**src/rtl/ext_pkg.sv**
```systemverilog
// Shared types and constants for the extension-opcode sequencer.
package ext_pkg;

  typedef enum logic [2:0] {
    IDLE,
    RD_REQ,
    RD_WAIT,
    AES_GO,
    AES_WAIT,
    WR,
    DONE
  } ext_state_e;

  localparam logic [2:0] EXT_NONE    = 3'd0;
  localparam logic [2:0] EXT_AES_ENC = 3'd1;
  localparam logic [2:0] EXT_AES_DEC = 3'd2;

  localparam int unsigned WORD_W = 32;
  localparam int unsigned BLK_W  = 128;

  function automatic logic is_aes(input logic [2:0] sel);
    return (sel == EXT_AES_ENC) || (sel == EXT_AES_DEC);
  endfunction

endpackage

```
**src/rtl/ext_block_buf.sv**
```systemverilog
// 128-bit block buffer: word-indexed fill from memory, full-block load from the AES core.
module ext_block_buf
  import ext_pkg::*;
(
  input  logic              clk,
  input  logic              rst_n,
  input  logic              word_we,
  input  logic [1:0]        word_idx,
  input  logic [WORD_W-1:0] word_in,
  input  logic              blk_we,
  input  logic [BLK_W-1:0]  blk_in,
  input  logic [1:0]        rd_idx,
  output logic [BLK_W-1:0]  blk_out,
  output logic [WORD_W-1:0] word_out
);

  logic [BLK_W-1:0] data;

  always_ff @(posedge clk) begin
    if (!rst_n) begin
      data <= '0;
    end else if (blk_we) begin
      data <= blk_in;
    end else if (word_we) begin
      data[{word_idx, 5'b00000} +: WORD_W] <= word_in;
    end
  end

  assign blk_out  = data;
  assign word_out = data[{rd_idx, 5'b00000} +: WORD_W];

endmodule

```
**src/rtl/ext_sequencer.sv**
```systemverilog
// Multi-cycle sequencer streaming 128-bit blocks from memory through the AES core and back.
module ext_sequencer
  import ext_pkg::*;
#(
  parameter int unsigned ADDR_W = 32,
  parameter int unsigned CNT_W  = 12
) (
  input  logic              clk,
  input  logic              rst_n,
  input  logic [2:0]        extSel,
  input  logic [ADDR_W-1:0] srcAddr,
  input  logic [ADDR_W-1:0] dstAddr,
  input  logic [CNT_W-1:0]  wordCount,
  output logic              stall,
  output logic [ADDR_W-1:0] memAddr,
  output logic              memRE,
  output logic              memWE,
  output logic [3:0]        memByteena,
  output logic [31:0]       memWData,
  input  logic              memReady,
  input  logic [31:0]       memRData,
  input  logic              memRValid,
  output logic              aesStart,
  output logic              aesDecrypt,
  output logic [127:0]      aesIn,
  input  logic [127:0]      aesOut,
  input  logic              aesDone,
  output logic              done
);

  ext_state_e        state, state_nx;
  logic [ADDR_W-1:0] src_q, dst_q;
  logic [CNT_W-1:0]  cnt_q, blk_q;
  logic [1:0]        idx_q;
  logic              dec_q;
  logic              start_ok;
  logic [ADDR_W-1:0] offset, base;
  logic [BLK_W-1:0]  buf_blk;
  logic [WORD_W-1:0] buf_word;

  assign start_ok = is_aes(extSel) && (wordCount != '0);
  assign offset   = ADDR_W'({blk_q, 4'b0000}) + ADDR_W'({idx_q, 2'b00});
  assign base     = (state == WR) ? dst_q : src_q;

  ext_block_buf u_buf (
    .clk      (clk),
    .rst_n    (rst_n),
    .word_we  ((state == RD_WAIT) && memRValid),
    .word_idx (idx_q),
    .word_in  (memRData),
    .blk_we   ((state == AES_WAIT) && aesDone),
    .blk_in   (aesOut),
    .rd_idx   (idx_q),
    .blk_out  (buf_blk),
    .word_out (buf_word)
  );

  always_ff @(posedge clk) begin
    if (!rst_n) begin
      state <= IDLE;
    end else begin
      state <= state_nx;
    end
  end

  always_ff @(posedge clk) begin
    if (!rst_n) begin
      src_q <= '0;
      dst_q <= '0;
      cnt_q <= '0;
      blk_q <= '0;
      idx_q <= '0;
      dec_q <= 1'b0;
    end else begin
      unique case (state)
        IDLE: begin
          if (start_ok) begin
            src_q <= srcAddr;
            dst_q <= dstAddr;
            cnt_q <= wordCount;
            dec_q <= (extSel == EXT_AES_DEC);
            blk_q <= '0;
            idx_q <= '0;
          end
        end
        RD_WAIT: begin
          if (memRValid) idx_q <= idx_q + 2'd1;
        end
        WR: begin
          // idx wraps 3->0 naturally, which is the start of the next block
          if (memReady) begin
            idx_q <= idx_q + 2'd1;
            if (idx_q == 2'd3) blk_q <= blk_q + 1'b1;
          end
        end
        default: ;
      endcase
    end
  end

  always_comb begin
    state_nx = state;
    unique case (state)
      IDLE: begin
        if (start_ok) begin
          state_nx = RD_REQ;
        end else if (extSel != EXT_NONE) begin
          state_nx = DONE;
        end
      end
      RD_REQ:   if (memReady) state_nx = RD_WAIT;
      RD_WAIT:  if (memRValid) state_nx = (idx_q == 2'd3) ? AES_GO : RD_REQ;
      AES_GO:   state_nx = AES_WAIT;
      AES_WAIT: if (aesDone) state_nx = WR;
      WR: begin
        if (memReady && (idx_q == 2'd3)) begin
          state_nx = (blk_q == cnt_q - 1'b1) ? DONE : RD_REQ;
        end
      end
      DONE:     state_nx = IDLE;
      default:  state_nx = IDLE;
    endcase
  end

  // Outputs are forced low while reset is held so an abort is visible immediately.
  always_comb begin
    stall      = 1'b0;
    memAddr    = '0;
    memRE      = 1'b0;
    memWE      = 1'b0;
    memByteena = '0;
    memWData   = '0;
    aesStart   = 1'b0;
    aesDecrypt = 1'b0;
    aesIn      = '0;
    done       = 1'b0;
    if (rst_n) begin
      unique case (state)
        IDLE: stall = (extSel != EXT_NONE);
        RD_REQ: begin
          stall      = 1'b1;
          aesDecrypt = dec_q;
          memRE      = 1'b1;
          memAddr    = base + offset;
        end
        RD_WAIT, AES_WAIT: begin
          stall      = 1'b1;
          aesDecrypt = dec_q;
        end
        AES_GO: begin
          stall      = 1'b1;
          aesDecrypt = dec_q;
          aesStart   = 1'b1;
          aesIn      = buf_blk;
        end
        WR: begin
          stall      = 1'b1;
          aesDecrypt = dec_q;
          memWE      = 1'b1;
          memByteena = '1;
          memAddr    = base + offset;
          memWData   = buf_word;
        end
        DONE: done = 1'b1;
        default: ;
      endcase
    end
  end

endmodule

```
**config.mk**
```make
export PLATFORM = sky130hd
export DESIGN_NAME = ext_sequencer
export DESIGN_NICKNAME = d
export VERILOG_FILES = /design/src/rtl/ext_pkg.sv /design/src/rtl/ext_block_buf.sv /design/src/rtl/ext_sequencer.sv
export SDC_FILE = /design/constraint.sdc
export NUM_CORES = 1
export LEC_CHECK = 0
export CAP_MARGIN = 15
export CORE_ASPECT_RATIO = 0.7
export CORE_UTILIZATION = 25
export CTS_CLUSTER_SIZE = 14
export DETAILED_ROUTE_END_ITERATION = 12
export DONT_BUFFER_PORTS = 1
export GPL_ROUTABILITY_DRIVEN = 0
export PLACE_DENSITY = 0.36
export SKIP_LAST_GASP = 1
export SYNTH_ARGS = -nofsm -noshare
export SYNTH_HDL_FRONTEND = slang
export SYNTH_HIERARCHICAL = 1
export SYNTH_SLANG_ARGS = --single-unit
```
**constraint.sdc**
```tcl
create_clock -name clk -period 12.26 [get_ports clk]
set_clock_uncertainty 0.2 [all_clocks]
set_input_delay 3.678 -clock clk [delete_from_list [all_inputs] [get_ports clk]]
set_output_delay 3.678 -clock clk [all_outputs]
set_load 0.01 [all_outputs]
```
==> flow_summary_export.csv, run 1 <==
group,metric,value,unit
status,status,"finished, final reports clean",
place,dp_slack,3130,ps
synth,synthCells,1653,
synth,syn_area_per_cell,8.29,um2
detailed_routing,drtIter0Drc,916,
place,postPlaceCellArea,0.0141,mm2
worst_setup_path,slowest_stage,"and3_4",
cts,clock-root-buffer,"clkbuf_16",
die,row_count,71,
final_layout,drive_gt1_frac,0.0850,
cts,clk_pin_slew,50,ps
power,p_sw_frac,0.361,
run,drv_cap,0,
place,io_buffers,0,
sta,setup_violations,0,
power,p_switching,0.000860,W
die,ioPinCount,446,
worst_setup_path,cpPeakStageDelay,840,ps
die,die-area,0.0558,mm2
die,die_x,282,um
detailed_routing,drt_wl_total,57300,um
sta,finalHoldViolations,0,
synth,yosys.area.top_type,"dfxtp_1",
global_routing,grt_max_degree,221,
power,leakage,5.07,nW
synth,ys_top_cells_by_area,"dfxtp_1, a21boi_1, a22oi_1",
power,seq_power_share,0.392,
global_routing,grt_pass1_vias,11900,
worst_setup_path,worst_ep_required_time,8380,ps
synth,seq_area_frac_synth,0.324,
cts,htreeDepth,1,
worst_setup_path,path_buf_inv,0,
worst_setup_path,start_kind,"input pin",
worst_setup_path,cp_data_arrival_time,5310,ps
synth,ys_async_sr_fraction,0,
die,initial_core_util,0.254,
global_routing,grt-ovfl-total,0,
detailed_routing,drc,0,
synth,ys_seq_elements,222,
worst_setup_path,cp_max_fo,220,
sta,relSlewSlack,0.259,
detailed_routing,viasPerCell,5.38,
die,die_h,198,um
synth,synth_edf_count,0,
cts,cts_buffer_depth,3,
global_routing,track_usage,0.197,
sta,min_period,9190,ps
global_routing,grt_pass1_wl,82900,um
power,vdd_ir_drop_max,0.0676,mV
synth,yosysTopAreaCellShare,0.324,
min_path,hp-class,"flop to flop",
cts,cts_resized,0,
worst_setup_path,endpoint_kind,"output pin",
cts,cts_buffers,27,
final_layout,areaGrowthSynthToFinish,9.51,%
synth,ys.flop_type,"dfxtp_1",
worst_setup_path,crit_type,"input pin to output pin",
power,p_clk_frac,0.344,
detailed_routing,vias,12300,
detailed_routing,antenna_left,0,
final_layout,fin_nets,1815,
power,p_int,0.00152,W
global_routing,antenna_found_initial,5,
detailed_routing,dr.pass1.iters,5,
cts,holdBufCountCts,0,
power,p_per_area,159,mW/mm2
synth,synthesis.area,0.0137,mm2
sta,rsz0062_at_grt,"false",
cts,cts.sinks,222,
sta,drv_slew,0,
worst_setup_path,cp_cell_sequence,"nor2b_1, and3_4, and2_1",
worst_setup_path,cp_top_family,"simple AND/OR/NAND/NOR gates",
sta,max_clock_freq,109,MHz
power,comb_power_share,0.264,
synth,synth-warning-count,6,
cts,post-cts-setup-buffers,0,
sta,layout_setup_ws,3070,ps
place,place_hpwl,39200,um
final_layout,final_area,0.0150,mm2
cts,cts_tree,"built",
sta,finalCritPeriodShare,0.749,
die,coreArea,0.0539,mm2
detailed_routing,wire_per_inst,25.0,um
cts,insertion_delay,560,ps
synth,syn_nets,1923,
synth,yosys.cell_types.count,75,
sta,worst_pin_slew,1110,ps
sta,finalSetupTns,0,ps
==> power groups by stage <==
stage | sequential (W) | combinational (W) | clock [W]
floorplan | 0.000878 | 0.000481 | 0
global placement | 0.000955 | 0.000623 | 0
detailed placement | 0.000951 | 0.000629 | 0
CTS | 0.000936 | 0.000630 | 0.000845
global route | 0.000949 | 0.000684 | 0.000873
finish | 0.000934 | 0.000628 | 0.000819
==> path summary, 6_finish.rpt <==
| kind | startpoint | end | slack, ps | depth (start not counted) |
|---|---|---|---|---|
| hold / removal | dst_q[15] | dst_q[15] | 250 | 2 |
| hold reg to reg | dst_q[15] | dst_q[15] | 250 | 2 |
| setup reg to reg | state[2] | u_buf/blk_out[73] | 8820 | 5 |
| setup / recovery | rst_n | aesIn[37] | 3070 | 3 |
==> worst register-to-register path, cell delays in order, from the launching register on <==
cell and delay [ps]:
dfxtp_2 310, buf_4 550, and3_4 930, buf_4 830, a22oi_1 290, a21boi_0 260
==> registers in the layout, indices dropped and copies added (netlist names) <==
name / cells
dst_q: 32
state: 3
blk_q: 12
idx_q: 2
dec_q: 1
src_q: 32
u_buf/blk_out: 128
cnt_q: 12
==> layout make-up <==
| type | count | area [um2] |
|---|---|---|
| Clock inverter | 6 | 82.6 |
| Antenna cell | 1 | 2.50 |
| Sequential cell | 222 | 4450 |
| Fill cell | 5820 | 38900 |
| Timing Repair Buffer | 18 | 135 |
| Inverter | 13 | 48.8 |
| Multi-Input combinational cell | 1263 | 8590 |
| Tap cell | 730 | 913 |
| Clock buffer | 42 | 782 |
==> metal layers <==
layer / track usage / wire length, um / vias up
li1: - / - / 5730
met1: 0.284 / 28000 / 6180
met2: 0.295 / 24800 / 365
met3: 0.0429 / 3320 / 73
met4: 0.0447 / 1220 / 0
met5: 0 / 0 / -
==> cells in the final DEF (no fill, tap or decap), types with 7 or more instances in the layout <==
cell,count
a21oi_1,31
nand3b_1,7
ha_1,24
mux4_2,32
clkbuf_1,10
and3_1,44
nor3_1,23
nand4_1,38
buf_4,18
nand3_1,126
nor2b_1,7
inv_1,13
xor2_1,22
a21boi_0,71
nand2_1,236
nor4_1,7
o21ai_0,14
mux2i_1,13
and2_1,131
a22oi_1,128
nor2_1,47
a21boi_1,137
clkbuf_16,27
xnor2_1,19
dfxtp_1,219
==> logic make-up (layout without fill, tap and decap cells) <==
group                    count (synthesis)  count (layout)  synth area share
multiplexers                            49              49            0.0657
AO/OA/AOI/OAI                          441             441             0.239
flip-flops                             222             222             0.324
AND/OR/NAND/NOR                        706             706             0.264
other                                    0               1                 0
buffers and inverters                  168              79            0.0564
adder cells (fa/ha/maj)                 26              26            0.0243
XOR/XNOR                                41              41            0.0262
==> metrics by stage <==
| step | cells | util | total power [W] | hold WS (ps) |
|---|---|---|---|---|
| 6_report | 2295 | 0.278 | 0.00238 | 249 |
| 2_1_floorplan | 1653 | - | 0.00136 | 232 |
| 3_3_place_gp | 2246 | 0.262 | 0.00158 | 242 |
| 3_5_place_dp | 2246 | 0.262 | 0.00158 | 245 |
| 4_1_cts | 2294 | 0.278 | 0.00241 | 253 |
| 5_1_grt | 2294 | 0.278 | 0.00251 | 264 |
==> cell usage after synthesis, types with 4 or more instances <==
cell	count
nand4_1	38
nor2b_1	10
nor3b_2	4
nand3_1	126
xor2_1	22
nand4b_1	4
buf_2	38
nor4_1	7
o31ai_1	4
nor3b_1	4
inv_1	13
o21ai_1	4
dfxtp_1	222
and3_1	46
buf_4	7
nand2_1	237
buf_1	14
and2_1	133
buf_6	9
mux4_2	32
o21ai_0	14
o21a_1	5
a21oi_1	34
nor2_1	47
a21boi_0	71
a22oi_1	128
clkbuf_1	87
o22ai_1	4
xnor2_1	19
a21boi_1	137
nor3_1	23
mux2i_1	13
a21o_1	5
ha_1	25
nand3b_1	7
(Power assumes the default switching activity.)
==> inputs of run 2 (changes only) <==
Clock period 12.26 ns to 9.3 ns, I/O delays scaled along.
==> flow_summary_export.csv, run 2 (synthesis results as in run 1) <==
group,metric,value,unit
die,die_h,198,um
cts,post-cts-setup-buffers,0,
min_path,min_from,"src_q[29]",
die,coreArea,0.0539,mm2
power,p_switching,0.00113,W
worst_setup_path,endpoint_kind,"output pin",
min_path,hp-class,"flop to flop",
final_layout,layout.area.seq,0.00445,mm2
sta,worst_pin_slew,1120,ps
cts,cts_buffer_depth,3,
detailed_routing,drc,0,
cts,cts.sinks,222,
final_layout,final_cell_mix,"nand2_1, dfxtp_1, a21boi_1, and2_1, a22oi_1",
sta,min_period,7790,ps
sta,rsz0062_at_grt,"false",
worst_setup_path,r2r_slack,5710,ps
cts,holdBufCountCts,0,
cts,insertion_delay,550,ps
power,leakage,5.10,nW
global_routing,grt-ovfl-total,0,
final_layout,multiInputGateArea,0.00859,mm2
worst_setup_path,slowest_stage,"and3_4",
sta,finalCritPeriodShare,0.838,
place,io_buffers,0,
cts,clock-root-buffer,"clkbuf_16",
global_routing,grt_pass1_vias,12000,
power,seq_power_share,0.391,
worst_setup_path,crit_type,"input pin to output pin",
detailed_routing,antenna_left,0,
worst_setup_path,cp_max_fo,220,
detailed_routing,wire_per_inst,25.3,um
power,p_per_area,210,mW/mm2
cts,htreeDepth,1,
die,initial_core_util,0.254,
global_routing,grt_pass1_wl,82900,um
final_layout,final_common_cell,"nand2_1",
worst_setup_path,reg2reg_depth,6,
final_layout,fill_cells,5873,
final_layout,largest_reg_flops,128,
detailed_routing,drtIter0Drc,811,
die,ioPinCount,446,
power,vdd_ir_drop_max,0.120,mV
sta,finalHoldViolations,0,
sta,relSlewSlack,0.250,
global_routing,track_usage,0.198,
detailed_routing,routed-wl-met3,4050,um
worst_setup_path,cp_data_arrival_time,4800,ps
global_routing,antenna_found_initial,7,
detailed_routing,viasPerCell,5.39,
detailed_routing,wl_met2,26000,um
die,die_x,282,um
sta,finalSetupTns,0,ps
worst_setup_path,r2r-start,"idx_q[0]",
die,die-area,0.0558,mm2
power,p_int,0.00202,W
worst_setup_path,cpPeakStageDelay,880,ps
final_layout,fin_nets,1814,
worst_setup_path,cp_cell_sequence,"nor2b_1, and3_4, and2_1",
worst_setup_path,worst_ep_required_time,6310,ps
final_layout,areaGrowthSynthToFinish,9.69,%
place,place_hpwl,39500,um
sta,drv_slew,0,
cts,cts_buffers,26,
status,status,"finished, final reports clean",
final_layout,antenna_cells,0,
cts,cts_resized,0,
sta,setup_violations,0,
min_path,hold_end,"src_q[29]",
global_routing,grt_max_degree,221,
detailed_routing,dr.max_layer_used,"met5",
final_layout,drive_gt1_frac,0.0877,
power,p_clk_frac,0.346,
power,comb_power_share,0.263,
power,power,0.00315,W
cts,cts_tree,"built",
detailed_routing,drt_wl_total,58100,um
cts,clk_pin_slew,60,ps
worst_setup_path,start_kind,"input pin",
die,row_count,71,
detailed_routing,dr.pass1.iters,5,
power,p_sw_frac,0.359,
detailed_routing,met1_length,27000,um
worst_setup_path,r2r_end,"u_buf/blk_out[8]",
detailed_routing,vias,12400,
sta,max_clock_freq,128,MHz
min_path,min_path_cells,2,
run,drv_cap,0,
-- run 2: how the worst max path moves through the flow --
stage | cells past startpoint | to | slack, ps | start
5_1_grt | 11 | memAddr[27] | 1460 | state[0]
4_1_cts | 11 | memAddr[28] | 1720 | state[0]
3_5_place_dp | 3 | aesIn[68] | 1980 | rst_n
2_1_floorplan | 6 | aesIn[100] | 2230 | rst_n
6_report | 3 | aesIn[109] | 1510 | rst_n
3_3_place_gp | 3 | aesIn[0] | 2070 | rst_n
-- run 2: through the flow --
stage	cell area [um2]	utilization	cells	setup slack [ps]	hold slack (ps)
finish	15000	0.279	2293	1510	252
global route	15000	0.279	2293	1460	265
CTS	15000	0.279	2293	1720	255
detailed placement	14100	0.262	2246	1980	245
global placement	14100	0.262	2246	2070	242
floorplan	13700	-	1653	2230	232
-- run 2: final cells by class --
type                            count  area share
Clock inverter                      4     0.00308
Timing Repair Buffer               18     0.00899
Inverter                           13     0.00325
Sequential cell                   222       0.296
Tap cell                          730      0.0608
Multi-Input combinational cell   1263       0.571
Clock buffer                       43      0.0563
-- run 2: per-layer routing --
layer / up-vias / track usage
met5: - / 0
met4: 2 / 0.0441
met3: 59 / 0.0452
met2: 403 / 0.305
met1: 6168 / 0.279
li1: 5718 / -
-- run 2: critical path: cells and delay by family --
family,cells,cell delay [ps]
and+or+nand+nor,3,1490
-- run 2: power by group through the flow --
stage / clock network [W] / logic, W / registers, W
after CTS: 0.00113 / 0.000836 / 0.00123
after detailed placement: 0 / 0.000833 / 0.00125
final: 0.00109 / 0.000830 / 0.00123
after global placement: 0 / 0.000824 / 0.00126
after floorplan: 0 / 0.000634 / 0.00116
after global routing: 0.00116 / 0.000898 / 0.00125
==> inputs of run 3 (changes only) <==
Clock period 9.3 ns to 7.6 ns, I/O delays scaled along.
==> flow_summary_export.csv, run 3 (synthesis results as in run 1) <==
group,metric,value,unit
status,status,"finished, final reports clean",
sta,finalCritPeriodShare,0.907,
power,p_sw_frac,0.363,
min_path,hp-class,"flop to flop",
power,p_switching,0.00139,W
die,die-area,0.0558,mm2
cts,post-cts-setup-buffers,0,
global_routing,grt_max_degree,221,
sta,whs,257,ps
cts,insertion_delay,570,ps
worst_setup_path,cp-endpoint,"memAddr[26]",
cts,cts_tree,"built",
worst_setup_path,critPathLaunch,"state[0]",
global_routing,antenna_found_initial,4,
global_routing,grt_pass1_wl,84600,um
detailed_routing,drt_wl_total,59400,um
final_layout,drive_gt1_frac,0.0895,
detailed_routing,drc,0,
power,vdd_ir_drop_max,0.172,mV
sta,finalSetupTns,0,ps
final_layout,final_cell_mix,"nand2_1, dfxtp_1, a21boi_1, and2_1, a22oi_1",
power,leakage,5.11,nW
detailed_routing,antenna_left,0,
worst_setup_path,endpoint_kind,"output pin",
power,p_per_area,254,mW/mm2
global_routing,track_usage,0.204,
cts,cts.sinks,222,
place,place_hpwl,40500,um
die,coreArea,0.0539,mm2
final_layout,fin_nets,1822,
die,initial_core_util,0.254,
die,die_x,282,um
worst_setup_path,r2r_slack,4110,ps
detailed_routing,wl_met2,25500,um
detailed_routing,dr.max_layer_used,"met4",
detailed_routing,routed-wl-met3,4120,um
sta,min_period,6900,ps
final_layout,areaGrowthSynthToFinish,9.81,%
die,die_h,198,um
sta,setup_violations,0,
sta,drv_slew,0,
sta,max_clock_freq,145,MHz
final_layout,fill_cells,5832,
power,seq_power_share,0.383,
die,ioPinCount,446,
worst_setup_path,cp_max_fo,15,
detailed_routing,dr.pass1.iters,5,
global_routing,grt-ovfl-total,0,
final_layout,final_common_cell,"nand2_1",
cts,holdBufCountCts,0,
worst_setup_path,r2r_end,"u_buf/blk_out[62]",
die,row_count,71,
detailed_routing,met1_length,28600,um
power,p_int,0.00244,W
worst_setup_path,cp_data_arrival_time,4420,ps
detailed_routing,drtIter0Drc,975,
cts,cts_resized,0,
cts,htreeDepth,1,
cts,clk_pin_slew,60,ps
final_layout,largest_reg_flops,128,
worst_setup_path,r2r-start,"idx_q[0]",
global_routing,grt_pass1_vias,12100,
worst_setup_path,worst_ep_required_time,5120,ps
sta,worst_pin_slew,1090,ps
detailed_routing,wire_per_inst,25.9,um
final_layout,finalNonFillerCells,2296,
sta,relSlewSlack,0.270,
cts,clock-root-buffer,"clkbuf_16",
worst_setup_path,reg2reg_depth,7,
worst_setup_path,crit_type,"flop to output pin",
run,drv_cap,0,
power,comb_power_share,0.279,
detailed_routing,vias,12400,
detailed_routing,viasPerCell,5.38,
sta,finalHoldViolations,0,
power,p_clk_frac,0.338,
place,io_buffers,0,
place,dpl.cell_count,2253,
cts,cts_buffers,27,
worst_setup_path,start_kind,"flop",
cts,cts_buffer_depth,3,
sta,rsz0062_at_grt,"false",
## run 3: stage by stage
| step | utilization | total power, W | worst slack [ps] | instance area [um2] |
|---|---|---|---|---|
| floorplan | - | 0.00219 | 1550 | 13700 |
| global placement | 0.263 | 0.00256 | 1330 | 14200 |
| detailed placement | 0.263 | 0.00256 | 1230 | 14200 |
| CTS | 0.279 | 0.00387 | 607 | 15000 |
| global route | 0.279 | 0.00402 | 255 | 15000 |
| finish | 0.279 | 0.00383 | 703 | 15000 |
## run 3: routing by layer
layer | vias to the layer above | GRT usage
li1 | 5730 | -
met1 | 6143 | 0.298
met2 | 419 | 0.300
met3 | 65 | 0.0460
met4 | 0 | 0.0483
met5 | - | 0
## run 3: how the worst min path moves through the flow
| stage | startpoint | endpoint | slack, ps | depth (start not counted) |
|---|---|---|---|---|
| 4_1_cts | src_q[12] | src_q[12] | 260 | 2 |
| 6_report | src_q[15] | src_q[15] | 260 | 2 |
| 3_5_place_dp | src_q[4] | src_q[4] | 250 | 2 |
| 3_3_place_gp | src_q[1] | src_q[1] | 240 | 2 |
| 5_1_grt | src_q[11] | src_q[11] | 270 | 2 |
| 2_1_floorplan | src_q[29] | src_q[29] | 230 | 2 |
## run 3: final cells by class
type	count	area, um2	area share
clock inverter	3	40.0	0.00266
clock buffer	39	801	0.0532
sequential	222	4450	0.296
timing repair buffer	25	200	0.0133
antenna	1	2.50	0.000166
multi-input combinational	1263	8590	0.571
inverter	13	48.8	0.00324
tap	730	913	0.0607
## run 3: worst max-delay path: stages, from the launching register on
cell and delay [ps]:
dfxtp_1 610, nand3b_1 560, nand2_1 220, nand2_1 70
ha_1 210, fa_1 430, nand3_1 160, a211oi_2 140
o21ai_1 410, a21o_1 300, nor3_1 110, a221oi_1 620
## run 3: power groups by stage
stage / clock, W / sequential, W / combinational (W)
final: 0.00129 / 0.00147 / 0.00107
after global routing: 0.00137 / 0.00149 / 0.00116
after CTS: 0.00133 / 0.00147 / 0.00108
after detailed placement: 0 / 0.00149 / 0.00107
after global placement: 0 / 0.00149 / 0.00107
after floorplan: 0 / 0.00142 / 0.000775
